==> src/rtl/hector_pkg.sv <==
// Shared types, grid geometry and small helpers for the SLAM ray tracer.
package hector_pkg;

  localparam int COORD_W = 12;
  localparam int GRID_X  = 256;
  localparam int GRID_Y  = 256;
  localparam int IDX_W   = 8;

  typedef logic signed [COORD_W-1:0] coord_t;
  typedef logic        [IDX_W-1:0]   cell_idx_t;
  typedef logic signed [COORD_W:0]   delta_t;
  typedef logic signed [COORD_W+1:0] err_t;
  typedef logic signed [1:0]         step_t;

  typedef enum logic [1:0] {
    IDLE  = 2'd0,
    SETUP = 2'd1,
    EMIT  = 2'd2
  } tracer_state_t;

  function automatic delta_t abs_coord(input delta_t d);
    return (d < 0) ? -d : d;
  endfunction

  // +1 when the ray moves towards larger coordinates, otherwise -1.
  function automatic step_t sign_step(input coord_t from_c, input coord_t to_c);
    return (to_c > from_c) ? 2'sd1 : -2'sd1;
  endfunction

endpackage

==> src/rtl/bresenham_line_tracer_if.sv <==
// Start/busy request handshake plus the valid/ready cell stream of the ray tracer.
// Stream: a cell transfers on a rising edge where cell_valid && cell_ready; the cell is held stable until then.
interface bresenham_line_tracer_if;
  import hector_pkg::*;

  logic      start;
  coord_t    x0;
  coord_t    y0;
  coord_t    x1;
  coord_t    y1;
  logic      busy;
  logic      cell_valid;
  logic      cell_ready;
  cell_idx_t cell_x;
  cell_idx_t cell_y;
  logic      cell_hit;

  modport master (
    output start, x0, y0, x1, y1, cell_ready,
    input  busy, cell_valid, cell_x, cell_y, cell_hit
  );

  modport slave (
    input  start, x0, y0, x1, y1, cell_ready,
    output busy, cell_valid, cell_x, cell_y, cell_hit
  );

endinterface

==> src/rtl/bresenham_line_tracer.sv <==
// Walks one Bresenham ray per start, streaming each in-grid cell; the endpoint is tagged as a hit.
module bresenham_line_tracer
  import hector_pkg::*;
(
  input  logic                clock,
  input  logic                reset,
  bresenham_line_tracer_if.slave bus,
  output tracer_state_t       state_o
);

  tracer_state_t state_q, state_d;
  coord_t        x0_q, x0_d, y0_q, y0_d, x1_q, x1_d, y1_q, y1_d;
  coord_t        cx_q, cx_d, cy_q, cy_d;
  delta_t        dx_q, dx_d, dy_q, dy_d;
  step_t         sx_q, sx_d, sy_q, sy_d;
  err_t          err_q, err_d;

  logic                     emit;
  logic                     inb;
  logic                     at_end;
  logic                     advance;
  logic signed [COORD_W+2:0] e2;

  localparam coord_t GRID_X_C = coord_t'(GRID_X);
  localparam coord_t GRID_Y_C = coord_t'(GRID_Y);

  assign emit    = (state_q == EMIT);
  assign inb     = !cx_q[COORD_W-1] && (cx_q < GRID_X_C) && !cy_q[COORD_W-1] && (cy_q < GRID_Y_C);
  assign at_end  = (cx_q == x1_q) && (cy_q == y1_q);
  // Off-grid cells are never offered downstream, so they step through unconditionally.
  assign advance = emit && ((inb && bus.cell_ready) || !inb);
  assign e2      = {err_q[COORD_W+1], err_q, 1'b0};

  always_comb begin
    state_d = state_q;
    x0_d    = x0_q;
    y0_d    = y0_q;
    x1_d    = x1_q;
    y1_d    = y1_q;
    cx_d    = cx_q;
    cy_d    = cy_q;
    dx_d    = dx_q;
    dy_d    = dy_q;
    sx_d    = sx_q;
    sy_d    = sy_q;
    err_d   = err_q;
    case (state_q)
      IDLE: begin
        if (bus.start) begin
          x0_d    = bus.x0;
          y0_d    = bus.y0;
          x1_d    = bus.x1;
          y1_d    = bus.y1;
          state_d = SETUP;
        end
      end
      SETUP: begin
        dx_d    = abs_coord(delta_t'(x1_q) - delta_t'(x0_q));
        dy_d    = -abs_coord(delta_t'(y1_q) - delta_t'(y0_q));
        sx_d    = sign_step(x0_q, x1_q);
        sy_d    = sign_step(y0_q, y1_q);
        err_d   = err_t'(dx_d) + err_t'(dy_d);
        cx_d    = x0_q;
        cy_d    = y0_q;
        state_d = EMIT;
      end
      EMIT: begin
        if (advance) begin
          if (at_end) begin
            state_d = IDLE;
          end else begin
            // Both tests use the pre-step error so a diagonal move updates x and y together.
            if (e2 >= dy_q) begin
              err_d = err_d + err_t'(dy_q);
              cx_d  = cx_q + coord_t'(sx_q);
            end
            if (e2 <= dx_q) begin
              err_d = err_d + err_t'(dx_q);
              cy_d  = cy_q + coord_t'(sy_q);
            end
          end
        end
      end
      default: state_d = IDLE;
    endcase
  end

  always_ff @(posedge clock) begin
    if (reset) begin
      state_q <= IDLE;
      x0_q    <= '0;
      y0_q    <= '0;
      x1_q    <= '0;
      y1_q    <= '0;
      cx_q    <= '0;
      cy_q    <= '0;
      dx_q    <= '0;
      dy_q    <= '0;
      sx_q    <= '0;
      sy_q    <= '0;
      err_q   <= '0;
    end else begin
      state_q <= state_d;
      x0_q    <= x0_d;
      y0_q    <= y0_d;
      x1_q    <= x1_d;
      y1_q    <= y1_d;
      cx_q    <= cx_d;
      cy_q    <= cy_d;
      dx_q    <= dx_d;
      dy_q    <= dy_d;
      sx_q    <= sx_d;
      sy_q    <= sy_d;
      err_q   <= err_d;
    end
  end

  assign bus.busy       = (state_q != IDLE);
  assign bus.cell_valid = emit && inb;
  assign bus.cell_hit   = emit && inb && at_end;
  assign bus.cell_x     = cell_idx_t'(cx_q);
  assign bus.cell_y     = cell_idx_t'(cy_q);
  assign state_o        = state_q;

endmodule
==> src/flat_wrapper.sv <==
// flat-port wrapper written by rule: the top's interface ports become plain ports
module bresenham_line_tracer_flat import hector_pkg::*;
  (clock, reset, state_o, bus_start, bus_x0, bus_y0, bus_x1, bus_y1, bus_cell_ready, bus_busy, bus_cell_valid, bus_cell_x, bus_cell_y, bus_cell_hit);
  bresenham_line_tracer_if bus_i ();
  input  logic clock;
  input  logic reset;
  output tracer_state_t state_o;
  input wire logic [$bits(bus_i.start)-1:0] bus_start;
  input wire logic [$bits(bus_i.x0)-1:0] bus_x0;
  input wire logic [$bits(bus_i.y0)-1:0] bus_y0;
  input wire logic [$bits(bus_i.x1)-1:0] bus_x1;
  input wire logic [$bits(bus_i.y1)-1:0] bus_y1;
  input wire logic [$bits(bus_i.cell_ready)-1:0] bus_cell_ready;
  output wire logic [$bits(bus_i.busy)-1:0] bus_busy;
  output wire logic [$bits(bus_i.cell_valid)-1:0] bus_cell_valid;
  output wire logic [$bits(bus_i.cell_x)-1:0] bus_cell_x;
  output wire logic [$bits(bus_i.cell_y)-1:0] bus_cell_y;
  output wire logic [$bits(bus_i.cell_hit)-1:0] bus_cell_hit;
  assign bus_i.start = bus_start;
  assign bus_i.x0 = bus_x0;
  assign bus_i.y0 = bus_y0;
  assign bus_i.x1 = bus_x1;
  assign bus_i.y1 = bus_y1;
  assign bus_i.cell_ready = bus_cell_ready;
  assign bus_busy = bus_i.busy;
  assign bus_cell_valid = bus_i.cell_valid;
  assign bus_cell_x = bus_i.cell_x;
  assign bus_cell_y = bus_i.cell_y;
  assign bus_cell_hit = bus_i.cell_hit;
  bresenham_line_tracer u_core (.clock(clock), .reset(reset), .bus(bus_i), .state_o(state_o));
endmodule
==> config.mk <==
export PLATFORM = sky130hd
export DESIGN_NAME = bresenham_line_tracer_flat
export DESIGN_NICKNAME = d
export VERILOG_FILES = /design/src/rtl/hector_pkg.sv /design/src/rtl/bresenham_line_tracer_if.sv /design/src/rtl/bresenham_line_tracer.sv /design/src/flat_wrapper.sv
export SDC_FILE = /design/constraint.sdc
export NUM_CORES = 1
export LEC_CHECK = 0
export BUFFER_PORTS_ARGS = -buffer_cell sky130_fd_sc_hd__buf_2
export CORE_AREA = 2 2 116 163
export CTS_CLUSTER_SIZE = 40
export DETAILED_ROUTE_END_ITERATION = 10
export DIE_AREA = 0 0 118 165
export GPL_ROUTABILITY_DRIVEN = 0
export PLACE_DENSITY_LB_ADDON = 0.1
export SLEW_MARGIN = 20
export SYNTH_ARGS = -nofsm -noshare
export SYNTH_HDL_FRONTEND = slang
export SYNTH_SLANG_ARGS = --single-unit
==> constraint.sdc <==
create_clock -name clock -period 9.9 [get_ports clock]
set_input_delay 0.495 -clock clock [delete_from_list [all_inputs] [get_ports clock]]
set_output_delay 0.495 -clock clock [all_outputs]
set_load 0.02 [all_outputs]
==> metrics.txt <==
H-tree Lvls=4; element type at the critical path end=flip-flop; max_slew headroom=36.0%; Seq/Total Area, Yosys=22.0%; status=finished, final reports clean; global route total overflow=0; commonest non-fill, non-tap cell in the layout=nand2_1; Starting Density=between 50% and 60%; setup TNS=0 ps; drc violations=0; worst slack at placement=around 4000 ps; setup violators final=0; die height=approximately 170 um; predominant post-synthesis flop cell=dfxtp_1; RSZ-0062 raised after global routing=no; Worst-path clk slew=60 ps; clock sink count=approximately 120; Layout area overhead=8.81%; IO buf count=72; critical path peak fanout=17; Highest Clock Rate=~170 MHz; row cnt=just under 60; CTS Hold Bufs=0; WL/cell=16.8 um; crit-path leading delay family=compound AO/OA/AOI/OAI gates; worst-margin pin slew=~950 ps; largest net degree at the start of global routing=73; Ys Warns=0; clock latency on the worst-skew pair=around 430 ps; root cell of the clock tree=clkbuf_16; Resized Gates After CTS=0; nets=approximately 1600; Via Count=~9700; placed cells=1612; crit path DAT=between 6000 and 7000 ps; Core Area=17900 um^2; worst endpoint required time=~10000 ps; die area=just under 20000 um^2; Mapped Avg Cell Area=approximately 8 um^2; Synth Instances=~1400; Worst Hold Class=in2reg; number of synthesized flops with an enable pin=0; fraction of registers with async set/reset=0%; WS Path Type=reg2reg; Syn Nets=approximately 1500; CP max stage cell=o41ai_1; Slew Viols, Final=0; crit-path most repeated cell=a21o_1; Post-Route Skew=13.4 ps; final worst-path cycle share=60.5%; global-route wire length before repair=44700 um; Seq cells post-synth=roughly 120; synthesized cell area=about 11000 um^2; initial DRC count=between 400 and 500; WP buf/inv=1; DR pass1 iterations=5; vias per cell=around 5.9; final hold violation count=0; crit path time final=roughly 6000 ps; unique cell type count in the Yosys netlist=81; GR Util All Layers=~29%; vias in the first global route=~9400; final core utilization=around 65%; Clock Tree Buf Depth=2; post-route ant nets=0; crit-path cells=inv_1 > ha_1 > a21o_1 > a21o_1 > a21o_1 > a21o_1 > a21o_1 > a2111oi_0 > a22o_1 > mux2_2 > ha_1 > a21o_1 > a21oi_1 > nand2b_1 > a21oi_1 > o41ai_1 > o2111ai_1 > a21oi_1 > xnor2_1 > o21a_1 > o31ai_1 > o21ai_1; ANT cells=0; CTS tree=built; post-route insts no fill=around 1600; Routed WL=approximately 28000 um; Max Cap Viol=0; total CTS buffers=17; IO Pins=73; share of cells above drive strength 1=10.9%; hpwl dp=around 21000 um; postcts setup bufs=0; max incr delay on CP=between 700 and 800 ps; most frequent cells in the layout=nand2_1, a21oi_1, ha_1; Die W=about 120 um; Final WS setup=3910 ps; Startpoint Class=flip-flop; initial antenna violation count=0
[registers in the layout, summed over array words and instances, names as in the netlist]
| name | cells |
|---|---|
| u_core.cx_q | 12 |
| u_core.cy_q | 12 |
| u_core.dx_q | 13 |
| u_core.dy_q | 13 |
| u_core.err_q | 14 |
| u_core.state_o | 2 |
| u_core.sx_q | 1 |
| u_core.sy_q | 2 |
| u_core.x0_q | 12 |
| u_core.x1_q | 12 |
| u_core.y0_q | 12 |
| u_core.y1_q | 12 |
[kinds of logic after synthesis]
| family | Yosys count | synth area share [%] |
|---|---|---|
| AOI/OAI and AO/OA | 353 | 21.4 |
| xor gates and xnor gates | 113 | 9.51 |
| adders and majority gates | 130 | 15.8 |
| buffers and inverters | 175 | 7.35 |
| DFF | 117 | 22.0 |
| muxes | 60 | 5.87 |
| and+or+nand+nor | 416 | 18.0 |
[per-stage QoR]
step           instance area (um^2)  hold WS [ps]
5_1_grt                       11600           284
4_1_cts                       11600           285
6_report                      11600           295
3_5_place_dp                  11000           464
3_3_place_gp                  11000           450
2_1_floorplan                 10600           436
[synthesized netlist by cell type, types with 7 or more instances]
cell	instances	area, um^2
o21a_1	17	128
xor2_1	32	280
nand4_1	16	100
o21ai_0	53	265
nand2_1	149	559
a211oi_1	29	218
clkbuf_1	42	158
nor3_1	29	145
a211o_1	7	61.3
buf_4	18	135
fa_1	7	140
nor4_1	8	50.1
a21oi_1	129	646
a21o_1	23	173
nand3_1	18	90.1
o21bai_1	14	105
dfxtp_1	117	2340
ha_1	123	1540
inv_1	104	390
nand2b_1	18	113
mux2i_1	41	410
a31oi_1	13	81.3
nor2b_1	17	106
nor2_1	120	450
mux2_2	19	214
xnor2_1	79	692
[layout make-up]
class	instances	area (um^2)
Timing Repair Buffer	79	415
Clock buffer	18	429
Tap cell	240	300
Inverter	104	390
Fill cell	1649	6350
Clock inverter	14	166
Sequential cell	117	2340
Multi-Input combinational cell	1072	7530
[worst min-delay path, stage by stage]
cell     delay (ps)
buf_2            90
nand2_1          40
a21oi_1          50
[worst paths after layout]
path	start	endpoint	slack, ps	cells past startpoint
max	u_core.dy_q[8]$_SDFFE_PP0N_	u_core.err_q[13]$_SDFFE_PP0P_	3910	22
min	bus_x0[2]	u_core.x0_q[2]$_SDFFE_PP0P_	290	3
max reg2reg	u_core.dy_q[8]$_SDFFE_PP0N_	u_core.err_q[13]$_SDFFE_PP0P_	3910	22
min reg2reg	u_core.y0_q[6]$_SDFFE_PP0P_	u_core.y0_q[6]$_SDFFE_PP0P_	470	2
[per-layer routing]
layer  up-vias  track usage [%]  part of all wire [%]
met5         -                0                     0
met4         0             14.1                   4.6
met3        72             4.32                   3.8
met2       270             52.6                    50
met1      4490             32.2                    42
li1       4830                -                     -
Power is left out: the tool's default activity adds up to more than one toggle a clock period on the data nets, which glitch-free logic cannot reach.
